**config.mk**
```make
export PLATFORM = sky130hd
export DESIGN_NAME = sw_debounce_flat
export DESIGN_NICKNAME = d
export VERILOG_FILES = /design/src/rtl/sw_debounce_if.sv /design/src/rtl/sw_debounce.sv /design/src/flat_wrapper.sv
export SDC_FILE = /design/constraint.sdc
export NUM_CORES = 1
export LEC_CHECK = 0
export CORE_UTILIZATION = 50
export DETAILED_ROUTE_END_ITERATION = 8
export PLACE_DENSITY = 0.74
export SLEW_MARGIN = 20
export SYNTH_ARGS = -nofsm -noshare
export SYNTH_HDL_FRONTEND = slang
export SYNTH_SLANG_ARGS = --single-unit
```
**constraint.sdc**
```tcl
create_clock -name clk -period 1.8 [get_ports clk]
set_clock_uncertainty 0.1 [all_clocks]
set_input_delay 0.27 -clock clk [delete_from_list [all_inputs] [get_ports clk]]
set_output_delay 0.27 -clock clk [all_outputs]
set_load 0.01 [all_outputs]
```
**src/rtl/sw_debounce_if.sv**
```systemverilog
// Switch conditioning bundle.
//   sw_raw      : raw, asynchronous, bouncing switch levels (into the debouncer)
//   sw_stable   : debounced levels, registered
//   sw_rise     : one-clk pulse per bit on an accepted 0->1
//   sw_fall     : one-clk pulse per bit on an accepted 1->0
//   sample_tick : one-clk pulse per sample period
// master drives sw_raw (board/bench side); slave is the debouncer.
interface sw_debounce_if #(
    parameter int WIDTH = 16
);
    logic [WIDTH-1:0] sw_raw;
    logic [WIDTH-1:0] sw_stable;
    logic [WIDTH-1:0] sw_rise;
    logic [WIDTH-1:0] sw_fall;
    logic             sample_tick;

    modport master (
        output sw_raw,
        input  sw_stable,
        input  sw_rise,
        input  sw_fall,
        input  sample_tick
    );

    modport slave (
        input  sw_raw,
        output sw_stable,
        output sw_rise,
        output sw_fall,
        output sample_tick
    );
endinterface

```
**src/rtl/sw_debounce.sv**
```systemverilog
// Slide-switch conditioner: two-flop synchronizer per bit, a shared sample
// prescaler and a per-bit stability counter. A new level is accepted once it
// has been seen on STABLE_CNT consecutive sample ticks; acceptance produces a
// one-cycle rise/fall pulse aligned with the first cycle of the new level.
// Ports:
//   clk   : system clock, rising edge
//   rst_n : asynchronous active-low reset
//   sw    : sw_debounce_if slave (sw_raw in; sw_stable/sw_rise/sw_fall/sample_tick out)
module sw_debounce #(
    parameter int WIDTH      = 16,
    parameter int TICK_DIV   = 100000,
    parameter int STABLE_CNT = 4
) (
    input  logic         clk,
    input  logic         rst_n,
    sw_debounce_if.slave sw
);
    // Keep both counters at least one bit wide for the degenerate TICK_DIV=1 case.
    localparam int PW = (TICK_DIV > 1) ? $clog2(TICK_DIV) : 1;
    localparam int CW = $clog2(STABLE_CNT + 1);
    localparam logic [PW-1:0] PRE_LAST = PW'(TICK_DIV - 1);
    localparam logic [CW-1:0] CNT_LAST = CW'(STABLE_CNT - 1);

    logic [WIDTH-1:0] s1_q;
    logic [WIDTH-1:0] s2_q;
    logic [PW-1:0]    pre_q,    pre_d;
    logic             tick_q,   tick_d;
    logic [WIDTH-1:0] stable_q, stable_d;
    logic [WIDTH-1:0] rise_q,   rise_d;
    logic [WIDTH-1:0] fall_q,   fall_d;
    logic [CW-1:0]    cnt_q [WIDTH];
    logic [CW-1:0]    cnt_d [WIDTH];

    // Prescaler: tick is registered, so it is high the cycle after the wrap.
    always_comb begin
        pre_d  = pre_q + PW'(1);
        tick_d = 1'b0;
        if (pre_q == PRE_LAST) begin
            pre_d  = '0;
            tick_d = 1'b1;
        end
    end

    // Per-bit stability counters. Pulses default low so they last one cycle.
    always_comb begin
        stable_d = stable_q;
        rise_d   = '0;
        fall_d   = '0;
        for (int i = 0; i < WIDTH; i++) begin
            cnt_d[i] = cnt_q[i];
            if (tick_q) begin
                if (s2_q[i] == stable_q[i]) begin
                    // Sampled the accepted level again: any pending change was a bounce.
                    cnt_d[i] = '0;
                end else if (cnt_q[i] == CNT_LAST) begin
                    stable_d[i] = s2_q[i];
                    rise_d[i]   = s2_q[i];
                    fall_d[i]   = ~s2_q[i];
                    cnt_d[i]    = '0;
                end else begin
                    cnt_d[i] = cnt_q[i] + CW'(1);
                end
            end
        end
    end

    always_ff @(posedge clk or negedge rst_n) begin
        if (!rst_n) begin
            s1_q     <= '0;
            s2_q     <= '0;
            pre_q    <= '0;
            tick_q   <= 1'b0;
            stable_q <= '0;
            rise_q   <= '0;
            fall_q   <= '0;
            for (int i = 0; i < WIDTH; i++) begin
                cnt_q[i] <= '0;
            end
        end else begin
            s1_q     <= sw.sw_raw;
            s2_q     <= s1_q;
            pre_q    <= pre_d;
            tick_q   <= tick_d;
            stable_q <= stable_d;
            rise_q   <= rise_d;
            fall_q   <= fall_d;
            for (int i = 0; i < WIDTH; i++) begin
                cnt_q[i] <= cnt_d[i];
            end
        end
    end

    assign sw.sw_stable   = stable_q;
    assign sw.sw_rise     = rise_q;
    assign sw.sw_fall     = fall_q;
    assign sw.sample_tick = tick_q;
endmodule

```
**src/flat_wrapper.sv**
```systemverilog
// flat-port wrapper written by rule: the top's interface ports become plain ports
module sw_debounce_flat 
#(
    parameter int WIDTH      = 16,
    parameter int TICK_DIV   = 100000,
    parameter int STABLE_CNT = 4
)
  (clk, rst_n, sw_sw_raw, sw_sw_stable, sw_sw_rise, sw_sw_fall, sw_sample_tick);
  sw_debounce_if #(.WIDTH(WIDTH)) sw_i ();
  input  logic clk;
  input  logic rst_n;
  input wire logic [$bits(sw_i.sw_raw)-1:0] sw_sw_raw;
  output wire logic [$bits(sw_i.sw_stable)-1:0] sw_sw_stable;
  output wire logic [$bits(sw_i.sw_rise)-1:0] sw_sw_rise;
  output wire logic [$bits(sw_i.sw_fall)-1:0] sw_sw_fall;
  output wire logic [$bits(sw_i.sample_tick)-1:0] sw_sample_tick;
  assign sw_i.sw_raw = sw_sw_raw;
  assign sw_sw_stable = sw_i.sw_stable;
  assign sw_sw_rise = sw_i.sw_rise;
  assign sw_sw_fall = sw_i.sw_fall;
  assign sw_sample_tick = sw_i.sample_tick;
  sw_debounce #(.WIDTH(WIDTH), .TICK_DIV(TICK_DIV), .STABLE_CNT(STABLE_CNT)) u_core (.clk(clk), .rst_n(rst_n), .sw(sw_i));
endmodule
```
# Word-level counts from Yosys, hierarchy flattened
# Index checks and enable logic that the tools add are counted.
[word_totals]
ff_bits = 146
latchBits = 0
mem_bits_rw = 0
romBits = 0
input_bits = 18
output_inout_bits = 49
word_cells = 266
mem_count = 0
[classes]
n_addsub = 17
mul = 0
n_div = 0
n_lt_le_gt_ge = 0
n_eq_ne = 33
shifts = 0
mux = 130
bitwise_logic = 32
n_reduce_logical = 16
[ops]
columns = ["cell", "n"]
rows = [
  ["1-bit two-way mux", 97],
  ["3-bit two-way mux", 32],
  ["3-bit by 1-bit adder with 3-bit output (second input constant)", 16],
  ["3-bit by 2-bit == test with 1-bit output (second input constant)", 16],
  ["3-bit AND reduction", 16],
  ["1-bit inverter", 32],
  ["17-bit by 1-bit adder with 17-bit output (second input constant)", 1],
  ["17-bit == test (second input constant)", 1],
  ["17-bit two-way mux", 1],
  ["1-bit == test", 16],
]

# Longest topological paths before layout
# Gate-level depths: netlist of the first run.
[logic_depth]
ltp_word = 4
mapped_depth = 5
ltp_nobuf = 5

# Worst setup path before layout of the first run
# Ideal clock, no wire load.
[synth_path]
path_type = "register to register"
from = "register u_core.pre_q[11]"
to = "register u_core.pre_q[10]"
setup_ps = 138
arrival_time_ps = 1745
required_time_ps = 1562
slack_ps = -184
path_stages_with_launch = 5
path_buffers = 0
period_less_slack_ps = 1984
path_cell_list = "dfrtp_1 -> or4_1 -> or4_4 -> nor4_4 -> nor2_1"
[synth_via]
elab_chain_len = 2
[synth_rtl]
columns = ["item", "line_no", "rtl"]
rows = [
  ["start, declared", "sw_debounce.sv:26", "logic [PW-1:0] pre_q, pre_d;"],
  ["start signal, assigned", "sw_debounce.sv:82", "pre_q <= pre_d;"],
  ["17-bit == test", "sw_debounce.sv:38", "if (pre_q == PRE_LAST) begin"],
  ["17-bit two-way mux", "sw_debounce.sv:38", ""],
  ["net u_core.pre_d[10]", "sw_debounce.sv:26", ""],
]
# The timed path passes the listed nets, and every way through them passes these cells.
# A chain may end at the register's enable or synchronous reset.

# Worst setup path in the final report of the first run
[layout_path]
from = "register u_core.pre_q[11]"
to = "register u_core.pre_q[15]"
[layout_via]
elab_chain_len = 2
elab_cells_between_ends = 3
cone_classes = "add/sub: 1; eq/ne: 1; mux: 1"
[layout_rtl]
columns = ["item", "line_no"]
rows = [
  ["17-bit by 1-bit adder with 17-bit output / 17-bit == test (equally long branches)", "sw_debounce.sv:36, sw_debounce.sv:38"],
  ["17-bit two-way mux (*)", "sw_debounce.sv:38"],
  ["net u_core.pre_d[15]", "sw_debounce.sv:26"],
]
# Mark *: on every way through the listed nets, which the timed path passes. The rest lies on a longest branch.

==> results of run 1 <==
-- metal layers --
metal | wire (um) | vias to the layer above | track usage (%)
li1 | - | 1773 | -
met5 | 0 | - | 0
met3 | 420 | 10 | 6.58
met4 | 83 | 0 | 6.08
met2 | 4370 | 62 | 28.2
met1 | 4090 | 1747 | 20.8
-- area by class of cell --
class / count / area, um2
flip-flops and latches: 146 / 3650
fillers: 787 / 3650
inverters: 45 / 169
clock inverters: 5 / 75.1
repair buffers: 89 / 891
clock buffers: 27 / 503
well taps: 140 / 175
multi-input cells: 262 / 1870
-- power by group through the flow --
stage	registers [uW]	logic, uW	clock network, uW
3_3_place_gp	3400	158	0
4_1_cts	3350	166	3450
5_1_grt	3350	183	3620
2_1_floorplan	3400	41.5	0
3_5_place_dp	3400	163	0
6_report	3350	160	3360
-- worst max path at each step --
stage                          start               end
global placement    u_core.pre_q[11]  u_core.pre_q[15]
floorplan           u_core.pre_q[11]   u_core.pre_q[0]
global route        u_core.pre_q[11]  u_core.pre_q[16]
CTS                 u_core.pre_q[11]  u_core.pre_q[15]
detailed placement  u_core.pre_q[11]  u_core.pre_q[15]
finish              u_core.pre_q[11]  u_core.pre_q[15]
-- cells by family (layout without fill, tap and decap cells) --
kind of cell / count (synthesis) / count (layout) / synth area share, %
and+or+nand+nor: 136 / 136 / 14.2
buffers and inverters: 55 / 166 / 3.61
AOI/OAI and AO/OA: 63 / 63 / 6.97
adders and majority gates: 17 / 17 / 3.71
xor gates and xnor gates: 30 / 30 / 4.59
muxes: 16 / 16 / 3.15
DFF: 146 / 146 / 63.8
-- per-stage QoR --
stage | hold WS [ns] | cells | setup WS (ns) | utilization, %
after detailed placement | 0.101 | 673 | -0.149 | 60.7
after global placement | 0.0977 | 673 | -0.123 | 60.7
after floorplan | -0.126 | 463 | -0.183 | -
final | 0.202 | 714 | -0.127 | 66.8
after global routing | 0.182 | 714 | -0.198 | 66.8
after CTS | 0.184 | 706 | -0.143 | 66.1
-- sequential cells by signal, indices dropped and copies added (netlist names) --
signal,cells
u_core.pre_q,17
u_core.sw.sample_tick,1
u_core.sw.sw_stable,16
u_core.sw.sw_fall,16
u_core.s2_q,16
u_core.sw.sw_rise,16
u_core.s1_q,16
u_core.cnt_q,48
-- repair_timing --
action | CTS | global route
endpoints found under the hold margin | 36 | 0
setup endpoints to repair | 10 | 21
hold buffers | 1 | 0
setup buffers | 0 | 8
resized for setup | 1 | 5
-- cells in the final DEF (no fill, tap or decap), types with 2 or more instances in the layout --
| master | instances |
|---|---|
| clkdlybuf4s50_1 | 60 |
| nor3b_1 | 32 |
| and2_1 | 3 |
| buf_12 | 3 |
| nand3_1 | 18 |
| clkbuf_8 | 4 |
| buf_4 | 18 |
| xor2_1 | 12 |
| o22ai_1 | 19 |
| nand3b_1 | 19 |
| dlymetal6s2s_1 | 5 |
| nand2b_1 | 3 |
| clkinv_2 | 3 |
| clkbuf_1 | 6 |
| nor2_1 | 18 |
| nand2_1 | 26 |
| nand4_1 | 5 |
| or4_1 | 2 |
| mux2_2 | 16 |
| dfrtp_1 | 145 |
| a21o_1 | 10 |
| clkbuf_16 | 17 |
| and4_1 | 4 |
| buf_6 | 2 |
| inv_1 | 45 |
| a21boi_0 | 3 |
| o21a_1 | 10 |
| o21ai_0 | 19 |
| xnor2_1 | 18 |
| ha_1 | 17 |
| bufinv_16 | 2 |
| nor3_1 | 2 |
-- critical path: stages, from the launching register on --
cell and delay (ns):
dfrtp_1 0.37, or4_1 0.52, or4_4 0.44, nor4_4 0.15, buf_6 0.17, a21oi_1 0.05
==> flow_metrics.tcl, run 1 <==
set metrics [dict create \
    min_to "u_core.s1_q[6]" \
    drive_gt1_share_pct 11.8 \
    fin_area_um2 7330 \
    clk_transition_reported_paths_ns 0.05 \
    grt_overflow 0 \
    crit_arrival_ns 2.11 \
    setup-tns-final_ns -1.04 \
    routed_wl_mm 8.96 \
    antennaDiodeCount 0 \
    synth_warnings 0 \
    syn_inst 463 \
    async_flop_share_pct 100 \
    synth-edff-count 0 \
    path_class "reg -> reg" \
    timing.max_cap.violations 0 \
    min_path_type "in -> reg" \
    slew_violations 0 \
    htreeDepth 4 \
    grt_max_degree 49 \
    drtPass1Iterations 4 \
    setup_viol 10 \
    cts_made_buffers 17 \
    fin_ws_ns -0.127 \
    finalPower_uw 6870 \
    clkSinkCount 146 \
    internal_power_uw 5580 \
    max_slew_margin_pct 75.3 \
    regToRegSetupSlack_ns -0.13 \
    combPwrFrac_pct 2.3 \
    synth.most_common_cell "dfrtp_1" \
    fmax_ghz 0.519 \
    vias_per_cell 5.03 \
    die_x_um 109 \
    crit_required_ns 1.98 \
    dieHeight_um 109 \
    start_kind "flip-flop" \
    ys_seq_area_share_pct 63.8 \
    rsz0062_at_grt "yes" \
    status "finished, violations left" \
    final_nets 596 \
    ctsLongestPathBuffers 2 \
    grt_pass1_vias 3668 \
    power.switching_uw 1290 \
    ctsRootBufferMaster "clkbuf_16" \
    tritoncts "done" \
    ys_types 30 \
    syn_to_final_growth_pct 28.1 \
    wl_per_cell_um 12.6 \
    pwr-share-seq_pct 48.7 \
    r2r-end "u_core.pre_q[15]" \
    core.rowCount 38 \
    r2r_start "u_core.pre_q[11]" \
    netlist_area_um2 5730 \
    hold_depth 1 \
    synth.top_cell.area_share_pct 63.8 \
    port_buffers 66 \
    crit_path_end_kind "flip-flop" \
    leakage_uw 0.00342 \
    syn_nets 498 \
    reg2reg_depth 5 \
    ir_drop_mv 0.703 \
    yosys.area.top_type "dfrtp_1" \
    drc 0 \
    netlist_top_cells_area "dfrtp_1 64%, nor3b_1 4.2%, ha_1 3.7%" \
    p_clk_share_pct 48.9 \
    clk_latency_ns 0.41 \
    antenna_found_initial 0 \
    synth_seq_cells 146 \
    finalCritPeriodShare_pct 107 \
    grt_usage_pct 17.3 \
    timing_hold_violations_final 0 \
    worstHoldStart "sw_sw_raw[6]" \
    grt_pass1_wl_mm 15.8 \
    place_area_um2 6670 \
    avgSynthCellArea_um2 12.4 \
    ant_nets 0 \
    cp_max_fo 10 \
    hpwl_mm 6.09 \
    post-route-min-period_ns 1.93 \
    drt_iter0_markers 202 \
    ios 67 \
    core_um2 11000 \
    netlist_top_cells_count "146 x dfrtp_1, 45 x inv_1, 32 x nor3b_1, 26 x nand2_1" \
    swShare_pct 18.8 \
    num_vias 3592 \
    gp_congestion 0.764 \
    start_util_pct 52.1 \
    tightest_slew_ns 0.371 \
    powerDensity_nw_per_um2 937 \
    dieArea_um2 11900 \
    ys.flop_type "dfrtp_1" \
    failed_checks "setup timing" \
]
Power figures use the tool's default switching activity.
==> run 2, diff against run 1 <==
Settings changed: CTS_CLUSTER_DIAMETER from default to 60.
==> results of run 2 <==
The final DEF is identical to that of run 1; final timing and power are the same.
